**src/rtl/lemming_pkg.sv**
```systemverilog
// Shared types for the multi-channel lemming walker: state encoding, counter width, saturating increment.
package lemming_pkg;

  localparam int CNT_W = 8;

  typedef enum logic [2:0] {
    WL    = 3'd0,
    WR    = 3'd1,
    FALLL = 3'd2,
    FALLR = 3'd3,
    DIGL  = 3'd4,
    DIGR  = 3'd5,
    DEAD  = 3'd6
  } lemming_state_t;

  typedef logic [CNT_W-1:0] cnt_t;

  function automatic cnt_t sat_inc(input cnt_t cnt, input cnt_t lim);
    return (cnt >= lim) ? cnt : cnt + cnt_t'(1);
  endfunction

endpackage

```
**src/rtl/lemming_core.sv**
```systemverilog
// One lemming channel: walk/fall/dig/dead FSM with fall and dig counters and Moore output decode.
// Latency: outputs follow the inputs sampled at the previous edge; no backpressure.
module lemming_core
  import lemming_pkg::*;
#(
  parameter int FALL_LIMIT = 20,
  parameter int DIG_MAX    = 0
) (
  input  logic clk,
  input  logic areset_n,
  input  logic i_bump_left,
  input  logic i_bump_right,
  input  logic i_ground,
  input  logic i_dig,
  input  logic i_respawn,
  output logic o_walk_left,
  output logic o_walk_right,
  output logic o_aaah,
  output logic o_digging,
  output logic o_dead
);

  localparam cnt_t FALL_LIM    = cnt_t'(FALL_LIMIT);
  localparam cnt_t DIG_LAST    = cnt_t'(DIG_MAX - 1);
  localparam bit   DIG_BOUNDED = (DIG_MAX != 0);

  lemming_state_t r_state;
  lemming_state_t w_state_nxt;
  cnt_t           r_fall_cnt;
  cnt_t           r_dig_cnt;
  logic           w_falling;
  logic           w_digging;
  logic           w_fall_fatal;
  logic           w_dig_done;

  assign w_falling    = (r_state == FALLL) || (r_state == FALLR);
  assign w_digging    = (r_state == DIGL)  || (r_state == DIGR);
  assign w_fall_fatal = (r_fall_cnt >= FALL_LIM);
  assign w_dig_done   = DIG_BOUNDED && (r_dig_cnt == DIG_LAST);

  // Priority inside walk states: ground loss, then dig, then bump.
  always_comb begin
    w_state_nxt = r_state;
    case (r_state)
      WL: begin
        if (!i_ground)        w_state_nxt = FALLL;
        else if (i_dig)       w_state_nxt = DIGL;
        else if (i_bump_left) w_state_nxt = WR;
      end
      WR: begin
        if (!i_ground)         w_state_nxt = FALLR;
        else if (i_dig)        w_state_nxt = DIGR;
        else if (i_bump_right) w_state_nxt = WL;
      end
      FALLL: if (i_ground) w_state_nxt = w_fall_fatal ? DEAD : WL;
      FALLR: if (i_ground) w_state_nxt = w_fall_fatal ? DEAD : WR;
      DIGL: begin
        if (!i_ground)       w_state_nxt = FALLL;
        else if (w_dig_done) w_state_nxt = WL;
      end
      DIGR: begin
        if (!i_ground)       w_state_nxt = FALLR;
        else if (w_dig_done) w_state_nxt = WR;
      end
      DEAD:    if (i_respawn) w_state_nxt = WL;
      default: w_state_nxt = WL;
    endcase
  end

  // Counters track the current state, so they read zero on the first cycle of a fall or dig.
  always_ff @(posedge clk or negedge areset_n) begin
    if (!areset_n) begin
      r_state    <= WL;
      r_fall_cnt <= '0;
      r_dig_cnt  <= '0;
    end else begin
      r_state    <= w_state_nxt;
      r_fall_cnt <= w_falling ? sat_inc(r_fall_cnt, FALL_LIM) : '0;
      r_dig_cnt  <= w_digging ? sat_inc(r_dig_cnt, {CNT_W{1'b1}}) : '0;
    end
  end

  assign o_walk_left  = (r_state == WL);
  assign o_walk_right = (r_state == WR);
  assign o_aaah       = w_falling;
  assign o_digging    = w_digging;
  assign o_dead       = (r_state == DEAD);

endmodule

```
**src/rtl/lemming_array.sv**
```systemverilog
// N_LEM independent lemming channels plus a live-channel count decoded from the dead vector.
// Latency: one cycle from input sample to status; alive_count is combinational from state; no backpressure.
module lemming_array #(
  parameter int N_LEM      = 4,
  parameter int FALL_LIMIT = 20,
  parameter int DIG_MAX    = 0
) (
  input  logic                         clk,
  input  logic                         areset_n,
  input  logic [N_LEM-1:0]             bump_left,
  input  logic [N_LEM-1:0]             bump_right,
  input  logic [N_LEM-1:0]             ground,
  input  logic [N_LEM-1:0]             dig,
  input  logic [N_LEM-1:0]             respawn,
  output logic [N_LEM-1:0]             walk_left,
  output logic [N_LEM-1:0]             walk_right,
  output logic [N_LEM-1:0]             aaah,
  output logic [N_LEM-1:0]             digging,
  output logic [N_LEM-1:0]             dead,
  output logic [$clog2(N_LEM+1)-1:0]   alive_count
);

  localparam int AW = $clog2(N_LEM + 1);

  logic [AW-1:0] w_dead_cnt;

  for (genvar g = 0; g < N_LEM; g++) begin : g_lem
    lemming_core #(
      .FALL_LIMIT (FALL_LIMIT),
      .DIG_MAX    (DIG_MAX)
    ) u_core (
      .clk          (clk),
      .areset_n     (areset_n),
      .i_bump_left  (bump_left[g]),
      .i_bump_right (bump_right[g]),
      .i_ground     (ground[g]),
      .i_dig        (dig[g]),
      .i_respawn    (respawn[g]),
      .o_walk_left  (walk_left[g]),
      .o_walk_right (walk_right[g]),
      .o_aaah       (aaah[g]),
      .o_digging    (digging[g]),
      .o_dead       (dead[g])
    );
  end

  always_comb begin
    w_dead_cnt = '0;
    for (int i = 0; i < N_LEM; i++) begin
      w_dead_cnt = w_dead_cnt + AW'(dead[i]);
    end
  end

  assign alive_count = AW'(N_LEM) - w_dead_cnt;

endmodule

```
**config.mk**
```make
export PLATFORM = sky130hd
export DESIGN_NAME = lemming_array
export DESIGN_NICKNAME = d
export VERILOG_FILES = /design/src/rtl/lemming_pkg.sv /design/src/rtl/lemming_core.sv /design/src/rtl/lemming_array.sv
export SDC_FILE = /design/constraint.sdc
export NUM_CORES = 1
export LEC_CHECK = 0
export ABC_CLOCK_PERIOD_IN_PS = 6300
export BUFFER_PORTS_ARGS = -buffer_cell sky130_fd_sc_hd__buf_2
export CELL_PAD_IN_SITES_DETAIL_PLACEMENT = 1
export CELL_PAD_IN_SITES_GLOBAL_PLACEMENT = 1
export CORE_ASPECT_RATIO = 0.7
export CORE_UTILIZATION = 46
export CTS_CLUSTER_DIAMETER = 30
export DETAILED_ROUTE_END_ITERATION = 6
export MAX_ROUTING_LAYER = met4
export PLACE_DENSITY = 0.87
export SLEW_MARGIN = 20
export SYNTH_ARGS = -nofsm -noshare
export SYNTH_HDL_FRONTEND = slang
export SYNTH_SLANG_ARGS = --single-unit
```
**constraint.sdc**
```tcl
create_clock -name clk -period 6.3 [get_ports clk]
set_input_delay 1.26 -clock clk [delete_from_list [all_inputs] [get_ports clk]]
set_output_delay 1.26 -clock clk [all_outputs]
set_load 0.05 [all_outputs]
```
==> Word level (Yosys, flattened, before mapping) <==
Cells that the tools add are included.
{ "totals": {"in_bits": 22, "elab_cells": 156, "out_inout_bits": 23, "ff_bits": 44} }
{ "op_classes": {"n_lt_le_gt_ge": 4, "reduce_logical": 16, "addsub": 8, "mux": 64, "n_eq_ne": 56} }
{ "op_table": {"columns": ["cell", "count"], "rows": [
  ["3-bit 2-to-1 mux", 52],
  ["3-bit one-hot mux with 7 select lines", 4],
  ["8-bit 2-to-1 mux", 8],
  ["2-bit inequality test, second input constant", 24],
  ["3-bit equality test, second input constant", 12],
  ["8-bit by 1-bit adder with 8-bit output, second input constant", 4],
  ["8-bit by 5-bit greater-or-equal comparator with 1-bit output, second input constant", 4],
  ["4-bit inequality test, second input constant", 8],
  ["7-bit AND reduction", 4],
  ["3-bit by 2-bit equality test with 1-bit output, second input constant", 8],
  ["3-bit by 1-bit equality test with 1-bit output, second input constant", 4],
  ["3-bit zero test", 4],
  ["1-bit logical OR", 8],
  ["2-bit by 1-bit adder with 3-bit output", 1],
  ["3-bit by 1-bit adder with 3-bit output", 1],
  ["3-bit subtractor, first input constant", 1],
  ["1-bit by 1-bit adder with 2-bit output", 1]
]} }

==> Longest topological paths before layout <==
Gate-level depths: netlist of the first run.
{ "depth": {"ltp_word": 5, "mapped_depth": 7, "ltp_nobuf": 6} }

==> Cells and area by module <==
Synthesis of the first run repeated with hierarchy kept, for this count alone.
{ "unflattened": {"hier_cells": 262, "area_unflattened_um2": 2483.6} }
{ "by_module_without_submodules": {"columns": ["mod", "cells_per_inst", "area_per_inst_um2", "seq_area_each_um2", "instances"], "rows": [
  ["lemming_core", 64, 606.8, 275.3, 4],
  ["lemming_array", 6, 56.3, 0.0, 1]
]} }

==> Worst setup path after synthesis of the first run <==
No wires, ideal clock.
{ "synth_timing": {"path_type": "register to output", "start": "reg g_lem[2].u_core.r_state[2]", "end": "out alive_count[1]", "stages_incl_launch_ff": 6, "arrival_time_ns": 2.021, "n_path_buf": 0, "setup_slack_ns": 3.019, "t_required_ns": 5.040, "cell_sequence": "dfrtp_1 -> nand2_1 -> or2_2 -> fa_1 -> ha_1 -> ha_1"} }
{ "synth_between": {"elab_chain_len": 4} }
{ "synth_lines": {"columns": ["item", "line", "text"], "rows": [
  ["start, declared", "lemming_core.sv:27", "lemming_state_t r_state;"],
  ["start signal, assigned", "lemming_core.sv:77", "r_state <= w_state_nxt;"],
  ["3-bit equality test", "lemming_core.sv:87", "assign o_dead = (r_state == DEAD);"],
  ["2-bit by 1-bit adder with 3-bit output", "lemming_array.sv:50", "w_dead_cnt = w_dead_cnt + AW'(dead[i]);"],
  ["3-bit by 1-bit adder with 3-bit output", "lemming_array.sv:50", null],
  ["3-bit subtractor", "lemming_array.sv:54", "assign alive_count = AW'(N_LEM) - w_dead_cnt;"],
  ["end, declared", "lemming_array.sv:20", "output logic [$clog2(N_LEM+1)-1:0] alive_count"]
]} }
No other way between the ends.

==> Final worst setup path of the first run <==
{ "layout_timing": {"start": "reg g_lem[2].u_core.r_state[1]", "end": "out alive_count[1]"} }
Same word-level chain as after synthesis.

==> results.md, run 1 <==
- Post-synth EDFFs: 0
- Pleak: 0.00136 uW
- Final Worst Setup Slack: 2490 ps
- Number of post-CTS setup repair buffers: 0
- CP Launch Type: flop
- Status: complete, no violations
- Hold-fix buffers, CTS: 0
- Reg-to-reg critical path endpoint: g_lem[1].u_core.r_state[2]
- R2R Setup Slk: 4650 ps
- Synth Register Bits: 44
- Final GP Congestion: 0.797
- FF/Latch Area: 1100 um^2
- Port Buffer Count: 44
- Post_cts resized: 0
- Hold wc startpoint: g_lem[3].u_core.r_fall_cnt[5]
- First-pass GRT wire length: 9730 um
- Number of distinct library cells after synthesis: 48
- Total congestion overflow: 0
- Die H: 64.3 um
- Util after Layout: 52.4%
- Worst Hold Class: reg2reg
- Worst-path cell chain: nand2_1 -> or2_2 -> fa_1 -> ha_1 -> ha_1 -> buf_2
- H-tree depth: 2
- Nets: 330
- Critical Path AT: 2550 ps
- TritonRoute pass-1 iters: 4
- Max-slew headroom: 55.9%
- Hold path depth: 1
- CTS tree: done
- Clock Skew: 4.39 ps
- # DRC: 0
- Max cap viols: 0
- Share of Yosys cell area claimed by the top area cell type: 43.2%
- Layout area overhead: 8.69%
- Ratio of final minimum period to clock period: 60.4%
- Cell taking the most area after synthesis: dfrtp_1
- Initial drt markers: 66
- Initial core utilization: 48.2%
- Num ports: 45
- Crit-path most repeated cell: ha_1
- VDD IR max: 0.000145 V
- Fmax: 263 MHz
- CTS Buf Count: 5
- Crit-path slowest cell: dfrtp_1
- Net count after synthesis: 306
- Top FF cell, synth: dfrtp_1
- Die Width: 91.0 um
- Row count: 22
- Later-pin clock latency in the skew report: 300 ps
- R2R Path Start: g_lem[1].u_core.r_fall_cnt[3]
- R2R depth: 4
- PwrDens: 280 nW/um^2
- Largest net degree at the start of global routing: 45
- Slew Viols, Final: 0
- DR vias: 1958
- Number of global-route vias before repair: 2019
- Share of async-settable or async-resettable flops after synthesis: 100%
- Total Wirelength: 5630 um
- Layout cells sized above 1: 20.5%
- Min Tclk post-route: 3810 ps
- Critical-path maximum fanout: 11
- # setup viols final: 0
- Syn Area/Cell: 9.34 um^2
- Hold Path End: g_lem[3].u_core.r_fall_cnt[5]
- Clock Sinks: 44
- Max stage delay on crit path: 540 ps
- Remaining antenna violation count after routing: 0
- Post-DR vias/cell: 5.29
- Unrepaired setup endpoints after global routing: false
- Reg clk slew, reported paths: 80 ps
- Synth top area cells: dfrtp_1, buf_4, ha_1, nor2_1, and2_1
- Core Footprint: 5290 um^2
- Initial antenna violation count: 0
- Fillers: 653
- Clk Tree Root Cell: clkbuf_8
- Fin. Hold Viols: 0
- DP Wirelength: 4120 um
- Yosys Warn Count: 0
- Slew at the pin closest to its max-slew limit: 656 ps
- Routed WL per cell: 15.2 um
- Crit. End Element: output port
- WS Path Type: reg2out
- Gr usage total: 21.6%
- Seq/Total Area, Yosys: 43.2%
- Ant. Diodes: 0
- Dpl ws: 2800 ps
- Area of the multi-input gates: 1190 um^2
- Post-synthesis cell count: 273
- DIE AREA: 5850 um^2
- Req. time, crit path: 5040 ps
- Setup_tns: 0 ps
- Post-Syn Area: 2550 um^2
- Clk buf depth: 2
-- cell families (layout without fill, tap and decap cells) --
family / count (synthesis) / in the layout / share of synthesized area, %
XOR/XNOR: 12 / 12 / 4.12
AO/OA/AOI/OAI: 50 / 50 / 12.9
adder cells (fa/ha/maj): 11 / 11 / 5.69
buffers and inverters: 47 / 72 / 10.2
multiplexers: 2 / 2 / 0.785
AND/OR/NAND/NOR: 107 / 107 / 23.1
flip-flops: 44 / 44 / 43.2
-- layout make-up --
| class | count | share of cell area [%] |
|---|---|---|
| multi-input combinational | 182 | 42.9 |
| sequential | 44 | 39.7 |
| timing repair buffer | 44 | 8.04 |
| tap | 72 | 3.25 |
| clock buffer | 7 | 3.12 |
| inverter | 20 | 2.71 |
| clock inverter | 1 | 0.271 |
-- power by group --
group	internal, uW	switching [uW]	total, uW
clock	89.3	100	190
combinational	73.5	166	239
sequential	306	40.6	347
total	469	306	775
-- sequential cells by signal, summed over array words and instances, names as in the netlist --
signal / flops
g_lem.u_core.r_fall_cnt: 32
g_lem.u_core.r_state: 12
-- stage by stage --
step	cell area [um^2]	hold WS, ps	total power, uW	instances
global placement	2680	470	579	362
CTS	2770	502	780	370
global route	2770	530	819	370
floorplan	2550	455	557	273
finish	2770	499	775	370
detailed placement	2680	477	591	362
-- critical path: cells and delay by family (launching register included) --
kind	cells	cell delay, ps
fa+ha+maj	3	960
flops	1	540
simple gates	2	500
buf+inv	1	250
-- Yosys cell counts, types with 7 or more instances --
master	count
a21oi_1	17
o21ai_0	11
nor3_1	7
nor2b_1	7
nand2_1	14
and2_1	14
xor2_1	8
dfrtp_1	44
nand3_1	11
ha_1	10
nor2_1	28
buf_4	20
inv_1	20
-- per-layer routing --
metal / track usage, % / up-vias / part of all wire [%]
met5: - / - / 0
met4: 7.14 / 0 / 1.2
met3: 3.57 / 7 / 1.7
met2: 35.1 / 16 / 50
met1: 27.7 / 986 / 47
li1: - / 949 / -
-- placed cells by master, fill, tap and decap left out, types with 2 or more instances in the layout --
cell type	count
dfrtp_1	44
buf_2	43
nor2_1	28
inv_1	20
a21oi_1	17
nand2_1	14
and2_1	14
o21ai_0	11
nand3_1	11
ha_1	10
xor2_1	8
nor3_1	7
nor2b_1	7
clkbuf_8	6
nor3b_1	4
nand2b_1	4
xnor2_1	4
a41oi_1	4
and3_1	4
or2_2	2
nor3_2	2
nor4b_2	2
mux2i_1	2
o21bai_1	2
o22ai_1	2
o2bb2ai_1	2
-- worst max path at each step --
| stage | cells after the start | slack, ps | from | to |
|---|---|---|---|---|
| 6_report | 6 | 2490 | g_lem[2].u_core.r_state[1] | alive_count[1] |
| 4_1_cts | 6 | 2480 | g_lem[2].u_core.r_state[1] | alive_count[1] |
| 3_3_place_gp | 6 | 2880 | g_lem[2].u_core.r_state[1] | alive_count[1] |
| 5_1_grt | 6 | 2360 | g_lem[2].u_core.r_state[1] | alive_count[1] |
| 3_5_place_dp | 6 | 2800 | g_lem[2].u_core.r_state[1] | alive_count[1] |
| 2_1_floorplan | 5 | 3020 | g_lem[2].u_core.r_state[2] | alive_count[1] |
Power figures use the tool's default switching activity.
==> run 2, diff against run 1 <==
--- a/config.mk
+++ b/config.mk
@@ -5,16 +5,16 @@
 export SDC_FILE = /design/constraint.sdc
 export NUM_CORES = 1
 export LEC_CHECK = 0
-export ABC_CLOCK_PERIOD_IN_PS = 6300
+export ABC_CLOCK_PERIOD_IN_PS = 3500
 export BUFFER_PORTS_ARGS = -buffer_cell sky130_fd_sc_hd__buf_2
 export CELL_PAD_IN_SITES_DETAIL_PLACEMENT = 1
 export CELL_PAD_IN_SITES_GLOBAL_PLACEMENT = 1
 export CORE_ASPECT_RATIO = 0.7
-export CORE_UTILIZATION = 46
+export CORE_UTILIZATION = 38
 export CTS_CLUSTER_DIAMETER = 30
 export DETAILED_ROUTE_END_ITERATION = 6
 export MAX_ROUTING_LAYER = met4
-export PLACE_DENSITY = 0.87
+export PLACE_DENSITY = 0.77
 export SLEW_MARGIN = 20
 export SYNTH_ARGS = -nofsm -noshare
 export SYNTH_HDL_FRONTEND = slang
==> constraint.sdc (replaced) <==
create_clock -name clk -period 3.5 [get_ports clk]
set_input_delay 0.7 -clock clk [delete_from_list [all_inputs] [get_ports clk]]
set_output_delay 0.7 -clock clk [all_outputs]
set_load 0.05 [all_outputs]
==> run 2 against run 1 <==
Against the previous run: non-clock buffer count stayed put; clock power is 110% higher; sequential power up 80%; worst setup slack worse by 2200 ps; count of clock-buffer cells in the layout decreased by 2; global-route usage down 4.1 points; critical path depth unchanged; combinational power rose by 79%; final cell count up 5.1%; wire length shrank 5.8%; clock skew grew 4.9 ps.
==> results.md, run 2 (synthesized netlist as in run 1, its figures left out) <==
- Status: complete, no violations
- Routed WL per cell: 13.6 um (-10%)
- Dpl cells: 381 (+5.2%)
- Most common cell after layout, fill and taps aside: dfrtp_1
- Die Width: 99.9 um (+9.8%)
- Post-route insts no fill: 389 (+5.1%)
- Clock Sinks: 44 (unchanged)
- Pleak: 0.00137 uW (+0.71%)
- Max cap viols: 0 (unchanged)
- Ant. Diodes: 0 (unchanged)
- WS Path Type: reg2out
- Number of global-route vias before repair: 1827 (-9.5%)
- Area of the multi-input gates: 1190 um^2 (unchanged)
- Critical-path maximum fanout: 11 (unchanged)
- Gr usage total: 17.4% (-4.1 points)
- DP Wirelength: 3950 um (-4.1%)
- R2R Setup Slk: 1850 ps (-2800 ps)
- Slew at the pin closest to its max-slew limit: 662 ps (+5.96 ps)
- # DRC: 0 (unchanged)
- Layout cells sized above 1: 20.8% (+0.34 points)
- Pwr Total: 1440 uW (+86%)
- Fin. Hold Viols: 0 (unchanged)
- Max-slew headroom: 55.5% (-0.40 points)
- Clk buf depth: 2 (unchanged)
- DR vias: 1905 (-2.7%)
- Fillers: 778 (+19%)
- Total congestion overflow: 0 (unchanged)
- Worst Hold Class: in2async
- Num ports: 45 (unchanged)
- Initial core utilization: 40.1% (-8.2 points)
- Reg clk slew, reported paths: 90 ps (about the same)
- CTS tree: done
- Leading cell types in the layout, fill and taps excluded: dfrtp_1, buf_2, nor2_1, inv_1, a21oi_1
- First-pass GRT wire length: 9320 um (-4.2%)
- Min Tclk post-route: 3200 ps
- VDD IR max: 0.000228 V (+57%)
- Hold-fix buffers, CTS: 0 (unchanged)
- Req. time, crit path: 2800 ps (-2240 ps)
- PwrDens: 513 nW/um^2 (+83%)
- Die H: 70.5 um (+9.7%)
- Post-DR vias/cell: 4.90 (-7.5%)
- R2R Path Start: g_lem[0].u_core.r_fall_cnt[5]
- TritonRoute pass-1 iters: 4 (unchanged)
- Clock Skew: 9.33 ps (+4.93 ps)
- Initial drt markers: 87 (+32%)
- # setup viols final: 0 (unchanged)
- Unrepaired setup endpoints after global routing: false
- Clk Tree Root Cell: clkbuf_8
- Final GP Congestion: 0.919 (+15%)
- Final instance area: 2810 um^2 (+1.5%)
- H-tree depth: 2 (unchanged)
- Biggest register: g_lem.u_core.r_fall_cnt
- Row count: 24 (+9.1%)
- FF/Latch Area: 1100 um^2 (unchanged)
- Critical Path AT: 2500 ps (-50 ps)
- Setup_tns: 0 ps (unchanged)
- R2R depth: 4 (unchanged)
- Cell Area, Placed: 2700 um^2 (+0.89%)
- Later-pin clock latency in the skew report: 300 ps (about the same)
- Reg-to-reg critical path endpoint: g_lem[0].u_core.r_state[1]
- Crit. End Element: output port
- DIE AREA: 7050 um^2 (+20%)
- Slew Viols, Final: 0 (unchanged)
- Port Buffer Count: 44 (unchanged)
- Number of post-CTS setup repair buffers: 0 (unchanged)
- Ratio of final minimum period to clock period: 91.4%
- Top flop regs: g_lem.u_core.r_fall_cnt (32), g_lem.u_core.r_state (12)
- Layout area overhead: 10.3%
- Max reg flops: 32 (unchanged)
- CP Launch Type: flop
- Remaining antenna violation count after routing: 0 (unchanged)
- Initial antenna violation count: 0 (unchanged)
- CTS Buf Count: 5 (unchanged)
- Total Wirelength: 5300 um (-5.8%)
- Post_cts resized: 0 (unchanged)
- Core Footprint: 6370 um^2 (+20%)
- Worst hold slack: 382 ps (-118 ps)
- Fmax: 312 MHz
- Nets: 330 (unchanged)
- Largest net degree at the start of global routing: 45 (unchanged)
run 2: cell count changes in the layout (fill, tap and decap cells not counted):
cell and change:
clkbuf_8 -1, clkinv_2 +1, clkbuf_1 -1, bufinv_16 +1
run 2: worst max-delay path by stage:
stage | startpoint | endpoint
2_1_floorplan | g_lem[2].u_core.r_state[2] | alive_count[1]
3_3_place_gp | g_lem[2].u_core.r_state[1] | alive_count[1]
3_5_place_dp | g_lem[2].u_core.r_state[1] | alive_count[1]
4_1_cts | g_lem[2].u_core.r_state[1] | alive_count[1]
5_1_grt | g_lem[2].u_core.r_state[1] | alive_count[1]
6_report | g_lem[2].u_core.r_state[1] | alive_count[1]
run 2: worst max-delay path, stage by stage, from the launching register on:
cell and delay, ps:
dfrtp_1 530, nand2_1 150, or2_2 340, fa_1 480
ha_1 200, ha_1 260, buf_2 250
run 2: report_power, final:
group	internal (uW)	total [uW]	leakage, uW	switching [uW]
Clock	211	392	0.0000541	180
Sequential	551	624	0.000589	73.0
Combinational	131	427	0.000731	296
Total	893	1440	0.00137	549
run 2: layout make-up:
class,instances,share of cell area [%]
Inverter,20,2.67
Clock buffer,5,2.45
Sequential cell,44,39.1
Multi-Input combinational cell,182,42.3
Timing Repair Buffer,44,7.92
Clock inverter,3,1.51
Tap cell,91,4.05
run 2: stage by stage:
step,utilization [%],setup slack [ps]
global route,44.2,143
CTS,44.1,271
global placement,42.4,622
detailed placement,42.4,586
floorplan,-,779
finish,44.2,299
run 2: layer usage:
metal  GRT usage (%)  routed length, um  share of wire [%]  up-vias
li1                -                  -                  -      956
met3            3.36                183                3.5        7
met5               -                  0                  0        -
met2            24.3               2360                 44       28
met4            4.90                 47               0.89        0
met1            25.7               2720                 51      914
